## config.mk

```make
export PLATFORM = sky130hd
export DESIGN_NAME = ext_bus_initiator
export DESIGN_NICKNAME = d
export VERILOG_FILES = /design/src/rtl/ext_bus_initiator.sv
export SDC_FILE = /design/constraint.sdc
export NUM_CORES = 1
export LEC_CHECK = 0
export ABC_CLOCK_PERIOD_IN_PS = 4400
export BUFFER_PORTS_ARGS = -buffer_cell sky130_fd_sc_hd__buf_2
export CAP_MARGIN = 15
export CORE_UTILIZATION = 45
export CTS_CLUSTER_DIAMETER = 60
export DETAILED_ROUTE_END_ITERATION = 7
export PLACE_DENSITY = 0.85
export SLEW_MARGIN = 20
export SYNTH_ARGS = -nofsm -noshare
export SYNTH_HDL_FRONTEND = slang
export SYNTH_SLANG_ARGS = --single-unit
```

## constraint.sdc

```tcl
create_clock -name clk -period 4.4 [get_ports clk]
set_input_delay 0.66 -clock clk [delete_from_list [all_inputs] [get_ports clk]]
set_output_delay 0.66 -clock clk [all_outputs]
set_load 0.02 [all_outputs]
```

## src/rtl/ext_bus_initiator.sv

```systemverilog
// ---------------------------------------------------------------------------
// ext_bus_initiator
//
// Initiator (master) end of the external memory bus. One request from the
// core-side memory controller becomes a header word followed by either
// streamed write beats or captured read beats.
//
// Transaction shape on the bus:
//   HDR   : {write, size[1:0], addr[28:0]}, driven by the initiator
//   WDATA : N write beats driven by the initiator (data from IN_wdata)
//   RDATA : N read beats driven by the responder (sampled from IN_bus)
// N = BEATS for a full-line burst (size == 3), otherwise 1. Line bursts start
// at the critical word and wrap within the line.
//
// Ports:
//   clk, rst                       clock (rising edge), async active-low reset
//   IN_reqValid / OUT_reqReady     request handshake
//   IN_reqWrite, IN_reqSize,
//   IN_reqAddr                     request attributes, latched on accept
//   IN_wdata / IN_wdataValid /
//   OUT_wdataReady                 write beat stream from the core
//   OUT_rdata, OUT_rdataAddr,
//   OUT_rdataValid                 captured read beat (one-cycle strobe)
//   OUT_done                       one-cycle pulse after the last beat
//   OUT_busOE, OUT_bus             bus drive enable and drive value
//   IN_bus                         bus sampled value
//   IN_busReady / OUT_busValid     bus beat handshake
//   OUT_dbgState                   current FSM state (IDLE/HDR/WDATA/RDATA)
//
// Handshake semantics (all three interfaces): a transfer happens on a rising
// edge where valid && ready are both 1. A source holding valid without ready
// keeps its payload stable; ready may rise or fall on any cycle.
//
// The header layout is fixed at 32 bits, so WIDTH must be 32.
// ---------------------------------------------------------------------------
module ext_bus_initiator #(
  parameter int WIDTH    = 32,
  parameter int CLSIZE_E = 6
) (
  input  logic             clk,
  input  logic             rst,

  input  logic             IN_reqValid,
  output logic             OUT_reqReady,
  input  logic             IN_reqWrite,
  input  logic [1:0]       IN_reqSize,
  input  logic [28:0]      IN_reqAddr,

  input  logic [WIDTH-1:0] IN_wdata,
  input  logic             IN_wdataValid,
  output logic             OUT_wdataReady,

  output logic [WIDTH-1:0] OUT_rdata,
  output logic [28:0]      OUT_rdataAddr,
  output logic             OUT_rdataValid,
  output logic             OUT_done,

  output logic             OUT_busOE,
  output logic [WIDTH-1:0] OUT_bus,
  input  logic [WIDTH-1:0] IN_bus,
  input  logic             IN_busReady,
  output logic             OUT_busValid,

  output logic [1:0]       OUT_dbgState
);

  // Word index within a line and burst length.
  localparam int                IDX_W    = CLSIZE_E - 2;
  localparam int                BEATS    = 1 << IDX_W;
  localparam logic [IDX_W-1:0]  CNT_LAST = IDX_W'(BEATS - 1);

  typedef enum logic [1:0] {
    S_IDLE  = 2'd0,
    S_HDR   = 2'd1,
    S_WDATA = 2'd2,
    S_RDATA = 2'd3
  } state_e;

  // -------------------------------------------------------------------------
  // State
  // -------------------------------------------------------------------------
  state_e             state_q,       state_d;
  logic               write_q,       write_d;
  logic [1:0]         size_q,        size_d;
  logic [28:0]        addr_q,        addr_d;
  logic [IDX_W-1:0]   cnt_q,         cnt_d;
  logic [WIDTH-1:0]   rdata_q,       rdata_d;
  logic [28:0]        rdata_addr_q,  rdata_addr_d;
  logic               rdata_valid_q, rdata_valid_d;
  logic               done_q,        done_d;

  // Combinational outputs, driven from the FSM process.
  logic               req_ready;
  logic               wdata_ready;
  logic               bus_oe;
  logic               bus_valid;
  logic [WIDTH-1:0]   bus_val;
  logic               data_beat;

  // Next address inside the line: only the word index advances, and it wraps
  // so a burst that starts mid-line returns to the line base.
  logic [IDX_W-1:0]   word_idx_nxt;
  logic [28:0]        addr_nxt;

  assign word_idx_nxt = addr_q[CLSIZE_E-1:2] + IDX_W'(1);
  assign addr_nxt     = {addr_q[28:CLSIZE_E], word_idx_nxt, addr_q[1:0]};

  // -------------------------------------------------------------------------
  // State register
  // -------------------------------------------------------------------------
  always_ff @(posedge clk or negedge rst) begin
    if (!rst) begin
      state_q       <= S_IDLE;
      write_q       <= 1'b0;
      size_q        <= 2'd0;
      addr_q        <= '0;
      cnt_q         <= '0;
      rdata_q       <= '0;
      rdata_addr_q  <= '0;
      rdata_valid_q <= 1'b0;
      done_q        <= 1'b0;
    end else begin
      state_q       <= state_d;
      write_q       <= write_d;
      size_q        <= size_d;
      addr_q        <= addr_d;
      cnt_q         <= cnt_d;
      rdata_q       <= rdata_d;
      rdata_addr_q  <= rdata_addr_d;
      rdata_valid_q <= rdata_valid_d;
      done_q        <= done_d;
    end
  end

  // -------------------------------------------------------------------------
  // Next state and outputs
  // -------------------------------------------------------------------------
  always_comb begin
    state_d       = state_q;
    write_d       = write_q;
    size_d        = size_q;
    addr_d        = addr_q;
    cnt_d         = cnt_q;
    rdata_d       = rdata_q;
    rdata_addr_d  = rdata_addr_q;
    rdata_valid_d = 1'b0;
    done_d        = 1'b0;

    req_ready     = 1'b0;
    wdata_ready   = 1'b0;
    bus_oe        = 1'b0;
    bus_valid     = 1'b0;
    bus_val       = '0;
    data_beat     = 1'b0;

    unique case (state_q)
      S_IDLE: begin
        req_ready = 1'b1;
        if (IN_reqValid) begin
          write_d = IN_reqWrite;
          size_d  = IN_reqSize;
          addr_d  = IN_reqAddr;
          // A single-beat access starts on the final count so that its one
          // data beat is also the last beat.
          cnt_d   = (IN_reqSize == 2'd3) ? '0 : CNT_LAST;
          state_d = S_HDR;
        end
      end

      S_HDR: begin
        bus_oe    = 1'b1;
        bus_valid = 1'b1;
        bus_val   = WIDTH'({write_q, size_q, addr_q});
        if (IN_busReady) begin
          state_d = write_q ? S_WDATA : S_RDATA;
        end
      end

      S_WDATA: begin
        bus_oe      = 1'b1;
        bus_val     = IN_wdata;
        bus_valid   = IN_wdataValid;
        wdata_ready = IN_busReady;
        data_beat   = IN_wdataValid && IN_busReady;
      end

      S_RDATA: begin
        // The responder owns the bus for the whole data phase, including the
        // first cycle, so the initiator releases it immediately.
        bus_valid = 1'b1;
        data_beat = IN_busReady;
        if (IN_busReady) begin
          rdata_d       = IN_bus;
          rdata_addr_d  = addr_q;
          rdata_valid_d = 1'b1;
        end
      end

      default: state_d = S_IDLE;
    endcase

    if (data_beat) begin
      cnt_d = cnt_q + IDX_W'(1);
      if (size_q == 2'd3) begin
        addr_d = addr_nxt;
      end
      if (cnt_q == CNT_LAST) begin
        state_d = S_IDLE;
        done_d  = 1'b1;
      end
    end
  end

  // -------------------------------------------------------------------------
  // Outputs
  // -------------------------------------------------------------------------
  // The request port is closed while reset is asserted even though the FSM
  // already sits in IDLE.
  assign OUT_reqReady   = req_ready && rst;
  assign OUT_wdataReady = wdata_ready;
  assign OUT_busOE      = bus_oe;
  assign OUT_busValid   = bus_valid;
  assign OUT_bus        = bus_val;
  assign OUT_rdata      = rdata_q;
  assign OUT_rdataAddr  = rdata_addr_q;
  assign OUT_rdataValid = rdata_valid_q;
  assign OUT_done       = done_q;
  assign OUT_dbgState   = state_q;

endmodule

```

* Yosys cells after proc, flatten, opt, wreduce, memory -nomap -nowiden
Index checks and enable logic that the tools add are counted.
** Operators by class
- Add/subtract/negate cells :: 2
- Equality and inequality tests :: 7
- Muxes and demuxes :: 24
- Reduce and logical (&&, ||, !) cells :: 10
** Operators by type and width (count)
- $mux W29 :: 4
- $pmux W32 S2 :: 1
- $mux W4 :: 4
- $add A4 B1 Y4 const B :: 2
- $eq A2 B2 Y1 const B :: 4
- $mux W1 :: 8
- $mux W2 :: 4
- $reduce_and A2 Y1 :: 3
- $eq A4 B4 Y1 const B :: 1
- $pmux W1 S2 :: 2
- $pmux W2 S2 :: 1
- $reduce_bool A2 Y1 :: 2
- $reduce_or A2 Y1 :: 2
- $eq A2 B1 Y1 const B :: 1
- $logic_and A1 B1 Y1 :: 2
- $logic_not A2 Y1 :: 1
- $ne A2 B2 Y1 const B :: 1
** Storage, ports and cells
- Flip-flop bits (word level) :: 101
- Output and inout bits :: 101
- Logic and storage cells :: 53

* Logic depth before layout (Yosys ltp)
Gate-level depths: netlist of run 1.
- Depth in word-level cells :: 5
- Gate-level depth with buffers :: 8

* Worst setup path after synthesis of run 1
OpenSTA, ideal clock, no wires.
- Kind :: register to output
- From :: reg state_q[1] (netlist: OUT_dbgState[1])
- To :: out OUT_bus[0]
- Data arrival time :: 1.732 ns
- Data required time :: 3.740 ns
- Slack :: 2.008 ns
- Stages on the path, launching flop included :: 7
- Path through :: dfrtp_1 > inv_1 > ha_1 > clkbuf_1 > clkbuf_1 > a22oi_1 > nor2b_1
** On the way
- Word-level cells in the longest chain between the ends :: 2
- Elaborated cells on any way between the ends :: 3
- Those cells by class :: 2 x eq/ne; 1 x mux
** RTL lines
- start, declared :: RTL line 82 : state_e state_q, state_d;
- start signal, assigned :: RTL line 123 : state_q <= state_d;
- $eq A2 B2 Y1 / $eq A2 B1 Y1 (equally long branches) :: RTL line 156 : unique case (state_q)
- $pmux W32 S2 * :: RTL line 156
- end, declared :: RTL line 59 : output logic [WIDTH-1:0] OUT_bus,
Mark *: on every way between the ends. The rest lies on a longest branch, timed or not.

* Worst setup path in the final report of run 1
- From :: reg state_q[1] (netlist: OUT_dbgState[1])
- To :: out OUT_bus[17]
The elaborated chain is that of the path after synthesis.

==> flow_summary.json, run 1 <==
{
  "fill_cells": 808,
  "critPathRequiredTime_ns": 3.74,
  "ys_warn_count": 0,
  "slew_viol_final": 0,
  "final-hold-violation-count": 0,
  "die-width_um": 104,
  "wl_met1_um": 4580,
  "slew-limit-headroom_pct": 39.5,
  "clockBufferDepth": 2,
  "cts_hold_buf": 0,
  "synth_fa_ha_area_share_pct": 1.89,
  "num_vias": 3537,
  "dieArea_um2": 10700,
  "hold_class": "in -> async",
  "synth_largest_area_cell": "dfrtp_1",
  "path_class": "reg -> out",
  "tightest_slew_ns": 0.908,
  "wl_met2_um": 5570,
  "clkSinkCount": 101,
  "rrSetupSlack_ns": 2.05,
  "synth_edf_count": 0,
  "async_flop_share_pct": 100,
  "htreeDepth": 3,
  "cts_tree": "built",
  "p_per_area_nw_per_um2": 797,
  "cp_max_fo": 33,
  "grtUsageTotal_pct": 20.5,
  "drc": 0,
  "p_leak_nw": 3.01,
  "crit_path_end_kind": "primary output",
  "finalSetupViolCount": 0,
  "synth_mux_area_share_pct": 23.7,
  "clkTransAtPathRegs_ns": 0.11,
  "cts-buffers-inserted": 9,
  "grt_antenna_before_repair": 0,
  "syn_inst": 347,
  "place.gp.congestion": 0.788,
  "synth-compound-area-share_pct": 7.72,
  "syn_avg_cell_area_um2": 13.4,
  "num_io_pins": 202,
  "firstDrtPassIters": 4,
  "synth_area_leaders": "dfrtp_1 55%, mux2_2 17%, mux2_4 6.5%, a22oi_1 5.2%, nor2b_1 4.6%",
  "syn-cell-area_um2": 4640,
  "slowest_stage": "ha_1",
  "fmax_mhz": 339,
  "met3WireLength_um": 650,
  "core_area_um2": 9860,
  "rsz0062_at_grt": "false",
  "antenna_left": 0,
  "drt_wl_total_um": 11000,
  "drive_gt1_share_pct": 58.0,
  "synth_top_area_share_pct": 54.5,
  "synth-seq-area-share_pct": 54.5,
  "rows": 36,
  "synth_xor_area_share_pct": 0,
  "crit_arrival_ns": 2.29,
  "fp.dieH_um": 104,
  "n_antenna_cell": 0,
  "slowest_delay_ns": 0.90,
  "fin_crit_ns": 2.95,
  "via_per_inst": 5.22,
  "ys_types": 34,
  "ir_drop_uv": 404,
  "wl_per_cell_um": 16.2,
  "drt_iter0_markers": 118,
  "grt_pass1_wl_um": 17800,
  "gr-total-overflow": 0,
  "ys.flop_type": "dfrtp_1",
  "finClkSkew_ns": 0.0189,
  "clk_latency_ns": 0.36,
  "run_status": "completed",
  "maxCapViolations": 0,
  "ys_seq_elements": 101,
  "final_common_cell": "buf_2",
  "portBuffers": 201,
  "dr.max_layer_used": "met4",
  "finalCritPeriodShare_pct": 67.1,
  "grt_pass1_vias": 3656,
  "root_buffer": "clkbuf_8",
  "synth-simple-area-share_pct": 9.31,
  "cts_setup_buffers": 0,
  "final_cell_mix": "200 x buf_2, 101 x dfrtp_1, 69 x mux2_2",
  "final_net_count": 648,
  "grt_max_degree": 62,
  "area_delta_synth_final_pct": 27.8,
  "holdWs_ns": 0.271,
  "start_util_pct": 47.0,
  "cp_cell_sequence": "inv_1 > ha_1 > nor2b_1 > buf_2",
  "cp-start-kind": "register",
  "place_hpwl_um": 7880,
  "synth_top_family_by_area": "multiplexers",
  "final.setup.tns_ns": 0,
  "cts_resized": 0,
  "syn_nets": 455
}
==> where the power goes <==
part | total, mW | switching (mW) | internal [mW]
logic | 2.42 | 1.33 | 1.09
registers | 1.72 | 0.330 | 1.39
clock network | 0.583 | 0.345 | 0.238
==> per-layer routing <==
layer  vias to the layer above  GRT usage (%)
met5                         -              0
met4                         0           6.73
met3                        18           3.65
met2                       161           36.4
met1                      1721           25.3
li1                       1637              -
==> cell families (layout without fill, tap and decap cells) <==
group                      Yosys count  after routing
AOI/OAI and AO/OA                   50             50
adders and majority gates            7              7
buffers and inverters               27            225
DFF                                101            101
muxes                               91             91
and+or+nand+nor                     71             71
==> state kept, by name, summed over array words and instances (netlist names) <==
register        flops
OUT_dbgState        2
cnt_q               4
write_q             1
OUT_rdata          32
OUT_rdataAddr      29
OUT_rdataValid      1
size_q              2
OUT_done            1
addr_q             29
==> stage by stage <==
stage / setup WS (ns) / instances / area (um^2) / util [%] / power, mW
floorplan: 2.01 / 347 / 4640 / - / 3.39
global placement: 1.93 / 662 / 5720 / 58.0 / 4.07
detailed placement: 1.81 / 662 / 5720 / 58.0 / 4.17
CTS: 1.41 / 678 / 5930 / 60.1 / 4.77
global route: 1.28 / 678 / 5930 / 60.1 / 5.01
finish: 1.45 / 678 / 5930 / 60.1 / 4.72
==> final timing paths <==
check,startpoint,to,depth (start not counted)
min in group clk,OUT_rdata[3],OUT_rdata[3],1
setup / recovery,OUT_dbgState[1],OUT_bus[17],4
max in group asynchronous,rst,addr_q[21],2
hold reg to reg,OUT_rdata[3],OUT_rdata[3],1
hold / removal,rst,size_q[0],1
setup reg to reg,OUT_dbgState[0],OUT_rdata[11],4
==> cell usage after synthesis, types with 2 or more instances <==
cell	number
mux2_4	20
nand4_1	4
and2_1	4
a221o_1	2
mux2i_1	2
inv_1	4
mux2_2	69
nand3_1	6
nor2_1	6
o21ai_0	3
nor2b_1	34
ha_1	7
nand2_1	7
or3b_2	2
clkbuf_1	11
a21oi_1	6
dfrtp_1	101
buf_2	9
nand3b_1	2
buf_6	3
a22oi_1	32
==> critical path: cells and delay by family, from the launching register on <==
family	cells	cell delay (ns)
fa+ha+maj	1	0.90
flops	1	0.51
buf+inv	2	0.31
simple gates	1	0.23
==> final cells by class <==
class                      count  area (um^2)  area share, %
tap                          133          166           2.81
inverter                       4         15.0          0.253
clock inverter                 6         65.1           1.10
timing repair buffer         205         1040           17.5
sequential                   101         2530           42.6
clock buffer                  10          138           2.32
multi-input combinational    219         1980           33.4
Power figures use the tool's default switching activity.
==> inputs of run 2 (changes only) <==
--- a/config.mk
+++ b/config.mk
@@ -5,7 +5,7 @@
 export SDC_FILE = /design/constraint.sdc
 export NUM_CORES = 1
 export LEC_CHECK = 0
-export ABC_CLOCK_PERIOD_IN_PS = 4400
+export ABC_CLOCK_PERIOD_IN_PS = 2860
 export BUFFER_PORTS_ARGS = -buffer_cell sky130_fd_sc_hd__buf_2
 export CAP_MARGIN = 15
 export CORE_UTILIZATION = 45
==> constraint.sdc (replaced) <==
create_clock -name clk -period 2.86 [get_ports clk]
set_input_delay 0.429 -clock clk [delete_from_list [all_inputs] [get_ports clk]]
set_output_delay 0.429 -clock clk [all_outputs]
set_load 0.02 [all_outputs]
==> flow_summary.json, run 2 (synthesis gave the netlist of run 1 again) <==
{
  "crit_arrival_ns": 2.14,
  "cp_cell_sequence": "inv_1 > ha_1 > buf_4 > nor2b_1 > buf_2",
  "place.gp.congestion": 0.799,
  "final_common_cell": "buf_2",
  "final-hold-violation-count": 0,
  "finClkSkew_ns": 0.0152,
  "grt_pass1_wl_um": 18100,
  "grtUsageTotal_pct": 21.2,
  "ir_drop_uv": 622,
  "drc": 0,
  "start_util_pct": 47.0,
  "r2r-end": "addr_q[7]",
  "clk_latency_ns": 0.36,
  "seq_area_um2": 2530,
  "n_antenna_cell": 0,
  "hold_class": "in -> async",
  "maxCapViolations": 0,
  "cp_top_family": "buffers and inverters",
  "worst_slack_ns": 0.289,
  "place_hpwl_um": 8050,
  "place_area_um2": 5760,
  "portBuffers": 201,
  "num_vias": 3568,
  "largest_reg_flops": 32,
  "clockBufferDepth": 2,
  "grt_pass1_vias": 3653,
  "path_class": "reg -> out",
  "numPlacedInstances": 665,
  "slowest_stage": "dfrtp_1",
  "final.setup.tns_ns": 0,
  "critPathRequiredTime_ns": 2.43,
  "slew-limit-headroom_pct": 54.1,
  "r2r-start": "OUT_dbgState[0]",
  "rr_worst_depth": 6,
  "slew_viol_final": 0,
  "dpl_worst_slack_ns": 0.547,
  "met2_usage_pct": 36.9,
  "fill_cells": 787,
  "fin_crit_ns": 2.57,
  "core_area_um2": 9860,
  "multiInputGateArea_um2": 1980,
  "rows": 36,
  "die-width_um": 104,
  "wl_per_cell_um": 16.1,
  "final_net_count": 651,
  "cts-buffers-inserted": 9,
  "crit_path_end_kind": "primary output",
  "cp.depth": 5,
  "cp-start-kind": "register",
  "fp.dieH_um": 104,
  "slowest_delay_ns": 0.51,
  "firstDrtPassIters": 4,
  "rrSetupSlack_ns": 0.53,
  "final_cell_mix": "200 x buf_2, 101 x dfrtp_1, 69 x mux2_2",
  "met3_usage_pct": 4.22,
  "run_status": "completed",
  "grt_max_degree": 56,
  "startpoint": "OUT_dbgState[1]",
  "p_leak_nw": 3.03,
  "utilization_pct": 60.6,
  "rsz0062_at_grt": "false",
  "holdWs_ns": 0.158,
  "use_met1_pct": 26.0,
  "cp_num_buf_inv": 3,
  "grt_busiest_layer": "met2",
  "total_power_mw": 7.41,
  "grt_antenna_before_repair": 0,
  "clkSinkCount": 101,
  "htreeDepth": 3,
  "postLayoutCellArea_um2": 5980,
  "drt_wl_total_um": 11000,
  "cts_resized": 0,
  "root_buffer": "clkbuf_8",
  "stdcell_count": 681,
  "fmax_mhz": 389,
  "drt_iter0_markers": 154,
  "gr-total-overflow": 0,
  "num_io_pins": 202,
  "finalCritPeriodShare_pct": 89.9,
  "clkTransAtPathRegs_ns": 0.11,
  "p_per_area_nw_per_um2": 1240,
  "tightest_slew_ns": 0.689,
  "finalSetupViolCount": 0,
  "drive_gt1_share_pct": 58.0,
  "cts_setup_buffers": 0,
  "via_per_inst": 5.24,
  "area_delta_synth_final_pct": 29.0,
  "cp_max_fo": 22,
  "dieArea_um2": 10700,
  "antenna_left": 0,
  "cts_tree": "built",
  "cts_hold_buf": 0
}
==> run 2: changes by cell type in the layout (fill, tap and decap cells not counted) <==
cell	delta
buf_4	+2
clkbuf_8	-1
buf_12	+1
clkinv_8	-1
inv_6	+1
inv_8	-2
bufinv_16	+2
clkbuf_1	+1
==> run 2: how the worst max path moves through the flow <==
stage,endpoint
finish,OUT_bus[22]
global placement,addr_q[1]
CTS,OUT_bus[1]
detailed placement,addr_q[7]
global route,OUT_bus[11]
floorplan,OUT_bus[0]
==> run 2: final cells by class <==
type,count,share of cell area (%)
Sequential cell,101,42.3
Multi-Input combinational cell,219,33.0
Timing Repair Buffer,208,17.9
Tap cell,133,2.78
Clock buffer,10,2.13
Clock inverter,6,1.59
Inverter,4,0.251
==> run 2: where the power goes <==
part	internal [mW]	switching, mW	total (mW)
clock	0.503	0.504	1.01
sequential	2.14	0.494	2.63
combinational	1.70	2.07	3.77
==> run 2: metal layers <==
metal / up-vias / part of all wire, % / wire length [um]
met1: 1773 / 42 / 4620
li1: 1635 / - / -
met3: 15 / 5.5 / 604
met2: 145 / 51 / 5560
met4: 0 / 1.8 / 194
met5: - / 0 / 0
==> run 2: worst reg2reg max path, cell delays in order (launching register included) <==
cell and delay, ns:
dfrtp_1 0.47, inv_1 0.12, ha_1 0.17, a21o_1 0.19, nand4_2 0.32, nand3_4 0.54
mux2_2 0.41
